File: src/rtl/alu_pkg.sv
// Shared types for the multi-cycle ALU divider.
package alu_pkg;

    localparam int DIV_WIDTH = 32;
    localparam int DIV_CNT_W = $clog2(DIV_WIDTH);

    typedef enum logic [1:0] {
        DIV  = 2'b00,
        DIVU = 2'b01,
        REM  = 2'b10,
        REMU = 2'b11
    } div_op_t;

    typedef enum logic [2:0] {
        IDLE = 3'd0,
        PREP = 3'd1,
        CALC = 3'd2,
        FIX  = 3'd3,
        DONE = 3'd4
    } div_state_t;

endpackage

File: src/rtl/div_step.sv
// One restoring-division step: shift in a dividend bit, compare, subtract.
module div_step #(
    parameter int WIDTH = 32
) (
    input  logic [WIDTH:0]   rem,
    input  logic             dvd_msb,
    input  logic [WIDTH-1:0] divisor,
    output logic [WIDTH:0]   rem_nxt,
    output logic             q_bit
);

    logic [WIDTH:0] shifted;
    logic [WIDTH:0] diff;
    logic           geq;

    // rem[WIDTH] set would mean the shifted value exceeds any divisor
    assign shifted = {rem[WIDTH-1:0], dvd_msb};
    assign diff    = shifted - {1'b0, divisor};
    assign geq     = rem[WIDTH] | (shifted >= {1'b0, divisor});
    assign rem_nxt = geq ? diff : shifted;
    assign q_bit   = geq;

endmodule

File: src/rtl/alu_divider.sv
// RISC-V DIV/DIVU/REM/REMU restoring divider, one quotient bit per cycle.
module alu_divider
    import alu_pkg::*;
#(
    parameter int WIDTH = DIV_WIDTH
) (
    input  logic             clk_i,
    input  logic             rstn_i,
    input  logic             req_valid_i,
    output logic             req_ready_o,
    input  logic [1:0]       op_i,
    input  logic [WIDTH-1:0] a_i,
    input  logic [WIDTH-1:0] b_i,
    output logic             res_valid_o,
    input  logic             res_ready_i,
    output logic [WIDTH-1:0] res_o
);

    localparam int CW = $clog2(WIDTH);
    localparam logic [CW-1:0] LAST = CW'(WIDTH - 1);
    localparam logic [WIDTH-1:0] MIN_S = {1'b1, {(WIDTH-1){1'b0}}};

    div_state_t       state;
    div_op_t          op;
    logic             sgn_q;
    logic             rsel_q;
    logic [WIDTH-1:0] a_q;
    logic [WIDTH-1:0] b_q;
    logic [WIDTH-1:0] dvd;
    logic [WIDTH-1:0] dvs;
    logic [WIDTH:0]   rem;
    logic [CW-1:0]    cnt;
    logic             q_neg;
    logic             r_neg;

    logic             a_neg;
    logic             b_neg;
    logic [WIDTH-1:0] a_abs;
    logic [WIDTH-1:0] b_abs;
    logic             div0;
    logic             ovf;
    logic [WIDTH:0]   rem_nxt;
    logic             q_bit;

    assign op    = div_op_t'(op_i);
    assign a_neg = sgn_q & a_q[WIDTH-1];
    assign b_neg = sgn_q & b_q[WIDTH-1];
    // MIN_SIGNED negates to itself, which is its correct unsigned magnitude
    assign a_abs = a_neg ? -a_q : a_q;
    assign b_abs = b_neg ? -b_q : b_q;
    assign div0  = (b_q == '0);
    assign ovf   = sgn_q && (a_q == MIN_S) && (b_q == '1);

    div_step #(.WIDTH(WIDTH)) u_step (
        .rem     (rem),
        .dvd_msb (dvd[WIDTH-1]),
        .divisor (dvs),
        .rem_nxt (rem_nxt),
        .q_bit   (q_bit)
    );

    always_ff @(posedge clk_i) begin
        if (!rstn_i) begin
            state       <= IDLE;
            req_ready_o <= 1'b1;
            res_valid_o <= 1'b0;
            res_o       <= '0;
            sgn_q       <= 1'b0;
            rsel_q      <= 1'b0;
            a_q         <= '0;
            b_q         <= '0;
            dvd         <= '0;
            dvs         <= '0;
            rem         <= '0;
            cnt         <= '0;
            q_neg       <= 1'b0;
            r_neg       <= 1'b0;
        end else begin
            unique case (state)
                IDLE: begin
                    if (req_valid_i && req_ready_o) begin
                        sgn_q       <= (op == DIV) || (op == REM);
                        rsel_q      <= (op == REM) || (op == REMU);
                        a_q         <= a_i;
                        b_q         <= b_i;
                        req_ready_o <= 1'b0;
                        state       <= PREP;
                    end
                end
                PREP: begin
                    if (div0) begin
                        res_o       <= rsel_q ? a_q : '1;
                        res_valid_o <= 1'b1;
                        state       <= DONE;
                    end else if (ovf) begin
                        res_o       <= rsel_q ? '0 : a_q;
                        res_valid_o <= 1'b1;
                        state       <= DONE;
                    end else begin
                        dvd   <= a_abs;
                        dvs   <= b_abs;
                        rem   <= '0;
                        cnt   <= LAST;
                        q_neg <= a_neg ^ b_neg;
                        r_neg <= a_neg;
                        state <= CALC;
                    end
                end
                CALC: begin
                    // dvd doubles as the quotient: bits shift out top, in bottom
                    rem <= rem_nxt;
                    dvd <= {dvd[WIDTH-2:0], q_bit};
                    if (cnt == '0) begin
                        state <= FIX;
                    end else begin
                        cnt <= cnt - CW'(1);
                    end
                end
                FIX: begin
                    if (rsel_q) begin
                        res_o <= r_neg ? -rem[WIDTH-1:0] : rem[WIDTH-1:0];
                    end else begin
                        res_o <= q_neg ? -dvd : dvd;
                    end
                    res_valid_o <= 1'b1;
                    state       <= DONE;
                end
                DONE: begin
                    if (res_ready_i) begin
                        res_valid_o <= 1'b0;
                        req_ready_o <= 1'b1;
                        state       <= IDLE;
                    end
                end
                default: begin
                    state       <= IDLE;
                    req_ready_o <= 1'b1;
                    res_valid_o <= 1'b0;
                end
            endcase
        end
    end

endmodule

File: config.mk
export PLATFORM = sky130hd
export DESIGN_NAME = alu_divider
export DESIGN_NICKNAME = d
export VERILOG_FILES = /design/src/rtl/alu_pkg.sv /design/src/rtl/div_step.sv /design/src/rtl/alu_divider.sv
export SDC_FILE = /design/constraint.sdc
export NUM_CORES = 1
export LEC_CHECK = 0
export BUFFER_PORTS_ARGS = -buffer_cell sky130_fd_sc_hd__buf_2
export CAP_MARGIN = 20
export CORE_ASPECT_RATIO = 0.6
export CORE_UTILIZATION = 40
export DETAILED_ROUTE_END_ITERATION = 10
export PLACE_DENSITY = 0.69
export SLEW_MARGIN = 30
export SYNTH_ARGS = -nofsm -noshare
export SYNTH_HDL_FRONTEND = slang
export SYNTH_SLANG_ARGS = --single-unit
export TNS_END_PERCENT = 1
File: constraint.sdc
create_clock -name clk_i -period 3.3 [get_ports clk_i]
set_input_delay 0.825 -clock clk_i [delete_from_list [all_inputs] [get_ports clk_i]]
set_output_delay 0.825 -clock clk_i [all_outputs]
set_load 0.01 [all_outputs]
==> results.md <==
Placed design:
- The count of buffers added on input and output ports is just over 100.
- The sum of net half-perimeters after detailed placement is ~33 mm.
- The number of placed cells counting well taps is 2138.
- The placer's final routability congestion estimate is between 0.9 and 1.

Cells and area:
- The final-layout fill cell count is a little over 3000.
- In the final layout, the share of cells above drive strength 1 is 12.9%.
- The final net count is approximately 1900.
- The growth of design area from synthesis to finish is 14.7%.
- The final instance count without filler cells is approximately 2200.

Synth:
- The total nets after synthesis is roughly 1800.
- The cell with the most instances after synthesis is nand2_1.
- The register area share after synthesis is a little under a third.
- Counting instances in the post-synthesis netlist gives the leading cell types as nand2_1 (252), dfxtp_1 (207), nor2_1 (123).
- Each instance of the synthesized netlist takes up on average roughly 7.8 µm².
- The number of distinct library cell variants in the gate-level netlist after synthesis is between 60 and 70.
- After synthesis the cells add up to 0.0131 mm².
- The share of synthesized flip-flops with an asynchronous set or reset is 0%.
- The number of warnings printed during yosys synthesis is 0.
- The largest total area in the synthesized netlist belongs to dfxtp_1.
- Counting every instance in the synthesized netlist gives about 1700.
- In the post-synthesis netlist, the biggest area contributors are dfxtp_1 (32%), nand2_1 (7.2%), xnor2_1 (5.9%).
- The area share of the largest cell type after synthesis is between 30% and 40%.
- The post-synthesis register bit count is 207.
- The number of enable-type register cells in the synthesized netlist is 0.
- The most common flop cell mapped by yosys is dfxtp_1.

Floorplanning:
- The die covers between 0.03 and 0.04 mm².
- Measured along the y axis, the die boundary spans between 100 and 150 µm.
- The initial utilization of the core area, before any placement, comes to between 40% and 50%.
- In this run the standard cell core region covers around 0.032 mm².
- The row count is 50.
- 104 I/O pins were placed.
- The horizontal die dimension is 236 µm.

Route:
- The first detailed-routing pass ran for 6 iterations.
- In the routed layout, each cell is associated on average with a via count of roughly 6.
- The routed design has between 40 and 50 mm of wire.
- The wire length per cell after detailed routing is 20.2 µm.
- The count of nets left with antenna violations once routing finished came out at 0.
- After detailed routing, the number of remaining DRC violations is 0.
- Detailed routing inserted a total of 13000 vias.
- The first routing iteration left approximately 1500 violations.

Setup path:
- Of all nets on the critical path, the largest fanout is 3.
- The data arrival time of the worst path is 3.57 ns.
- The required arrival time at the worst endpoint is 3.71 ns.
- STA classifies the critical path endpoint as a flip-flop.
- The critical path launch point type is a flip-flop.
- The startpoint-to-endpoint class of the critical path is reg2reg.

Clocking:
- The later-pin clock latency in the skew report is 0.55 ns.
- The CTS clock-pin slew for the worst setup and hold paths is approximately 0.060 ns.
- The post-CTS setup buffer count is 0.
- Buffers inserted during clock tree synthesis total 22.
- The clock tree from TritonCTS is yes.
- CTS built an H-tree with a depth of 1.
- The maximum buffer depth of the clock tree is 3.
- The tree built by TritonCTS fans out to ~210 sinks.
- The tree is rooted in a clkbuf_16.

STA:
- The worst-margin pin slew is approximately 0.85 ns.
- Subtracting the final worst setup slack from the clock period gives 3.16 ns.
- Headroom to the max-slew limit came out at between 40 and 50%.
- The final period utilization is 95.7%.
- The count of endpoints failing hold in the final timing report came to 0.
- Setup violations remaining at the end of the flow were counted as 0.
- On the final layout, the worst clock skew is about 0.033 ns.
- The setup TNS after final layout is 0 ns.
- The fmax is around 0.32 GHz.
- Setup repair after global routing left no endpoint under its margin.
- The count of final max-slew check failures was 0.

Hold path:
- The path class of the tightest hold or removal check is reg2reg.

Run status:
- The flow ran to the end, and the final reports show no timing, DRC or antenna violations.

Global routing:
- The maximum number of pins on one net before global-route repair is 68.
- The initial antenna violation count is 2.
- The total routing resource utilization after global routing is roughly a quarter.
- The via count of the first global-routing pass is about 12000.
- The total overflow left after global routing is 0.
- The global-route wire length before repair is 68.7 mm.

Power:
- The leakage power is between 6 and 7 nW.
- The maximum vdd drop is approximately 0.00066 V.
- The total power density per cell area is ~900 mW/mm².

Job:
- Max-cap violations in this run came to 0.
## flip-flops by register name (all words and copies together) (netlist names), 3 cells and up
register	count
a_q	32
b_q	32
dvs	32
cnt	5
res_o	32
rem	33
dvd	32
state	3
## stage by stage
| stage | worst slack (ns) | instance area, µm² | hold slack (ns) | power, mW | util, % |
|---|---|---|---|---|---|
| 2_1_floorplan | 0.167 | 13100 | 0.441 | 8.66 | - |
| 3_3_place_gp | 0.247 | 14300 | 0.449 | 11.1 | 45.1 |
| 3_5_place_dp | 0.185 | 14300 | 0.459 | 11.2 | 45.1 |
| 4_1_cts | 0.151 | 15000 | 0.473 | 13.7 | 47.3 |
| 5_1_grt | 0.0235 | 15000 | 0.497 | 14.8 | 47.4 |
| 6_report | 0.143 | 15000 | 0.470 | 13.9 | 47.4 |
## where the power goes
part / switching, mW / internal, mW
sequential: 0.585 / 2.98
clock: 1.13 / 1.37
combinational: 4.88 / 3.00
total: 6.59 / 7.34
## worst paths after layout
| path | end | depth (start not counted) | startpoint | slack, ns |
|---|---|---|---|---|
| worst max-delay path | rem[32] | 12 | dvd[31] | 0.14 |
| worst min-delay path | dvs[18] | 2 | dvs[18] | 0.47 |
| worst max register to register | rem[32] | 12 | dvd[31] | 0.14 |
| worst min register to register | dvs[18] | 2 | dvs[18] | 0.47 |
## area by class of cell
type | count | area, µm² | area share [%]
diodes | 1 | 2.50 | 0.0166
clock inverters | 8 | 60.1 | 0.399
flip-flops and latches | 207 | 4140 | 27.6
well taps | 416 | 520 | 3.46
inverters | 58 | 218 | 1.45
clock buffers | 31 | 644 | 4.29
multi-input cells | 1284 | 8340 | 55.5
repair buffers | 173 | 1110 | 7.36
## critical path, cell delays in order (launching register included)
cell and delay (ns):
dfxtp_1 0.34, inv_1 0.10, ha_1 0.18, inv_1 0.06
fa_1 0.42, a211oi_1 0.24, o21a_1 0.18, a2111oi_0 0.10
or3_1 0.47, a311o_1 0.40, a31oi_1 0.16, a21oi_1 0.10
a221o_1 0.29
## logic make-up (layout without fill, tap and decap cells)
group,after synthesis,in the layout,synth area share (%)
DFF,207,207,31.6
adders and majority gates,70,70,6.17
xor gates and xnor gates,149,149,9.95
AOI/OAI and AO/OA,469,469,25.6
and+or+nand+nor,590,590,21.1
buffers and inverters,180,270,5.16
other,0,1,0
muxes,6,6,0.458
## layout by cell type (no fill, tap or decap), types with 5 or more instances in the layout
| cell | synthesis | final |
|---|---|---|
| o21a_1 | 6 | 6 |
| and3_1 | 30 | 30 |
| o211a_1 | 21 | 21 |
| and2_1 | 7 | 7 |
| nand2b_1 | 7 | 7 |
| o41ai_1 | 14 | 14 |
| clkbuf_16 | 0 | 22 |
| buf_12 | 0 | 5 |
| buf_4 | 0 | 66 |
| a22oi_1 | 17 | 17 |
| a21boi_0 | 78 | 78 |
| a211oi_1 | 27 | 26 |
| mux2i_1 | 6 | 6 |
| inv_1 | 56 | 56 |
| nand4_1 | 22 | 22 |
| ha_1 | 39 | 39 |
| or4_1 | 15 | 15 |
| clkbuf_8 | 0 | 6 |
| nor2b_1 | 32 | 32 |
| nor2_1 | 123 | 121 |
| dfxtp_1 | 207 | 207 |
| a21oi_1 | 77 | 76 |
| o21ai_0 | 73 | 73 |
| nand2_1 | 252 | 252 |
| or3_1 | 17 | 17 |
| o31ai_1 | 24 | 24 |
| maj3_1 | 30 | 30 |
| xnor2_1 | 88 | 88 |
| o211ai_1 | 9 | 9 |
| nor4_1 | 13 | 12 |
| a31oi_1 | 15 | 15 |
| a221oi_1 | 39 | 39 |
| a21o_1 | 14 | 14 |
| buf_2 | 0 | 102 |
| nor3_1 | 36 | 35 |
| a221o_1 | 28 | 28 |
| xor2_1 | 61 | 61 |
| nand3_1 | 19 | 18 |
## what timing repair did
action,in CTS,in global routing
gates resized for setup,0,2
setup endpoints to repair,0,23
hold buffers,0,0
## layer usage
metal / wire length [µm] / global-route usage (%)
met5: 0 / 0
met4: 793 / 4.88
met1: 22000 / 41.2
met3: 5290 / 7.74
met2: 15900 / 33.1
(Power assumes the default switching activity.)
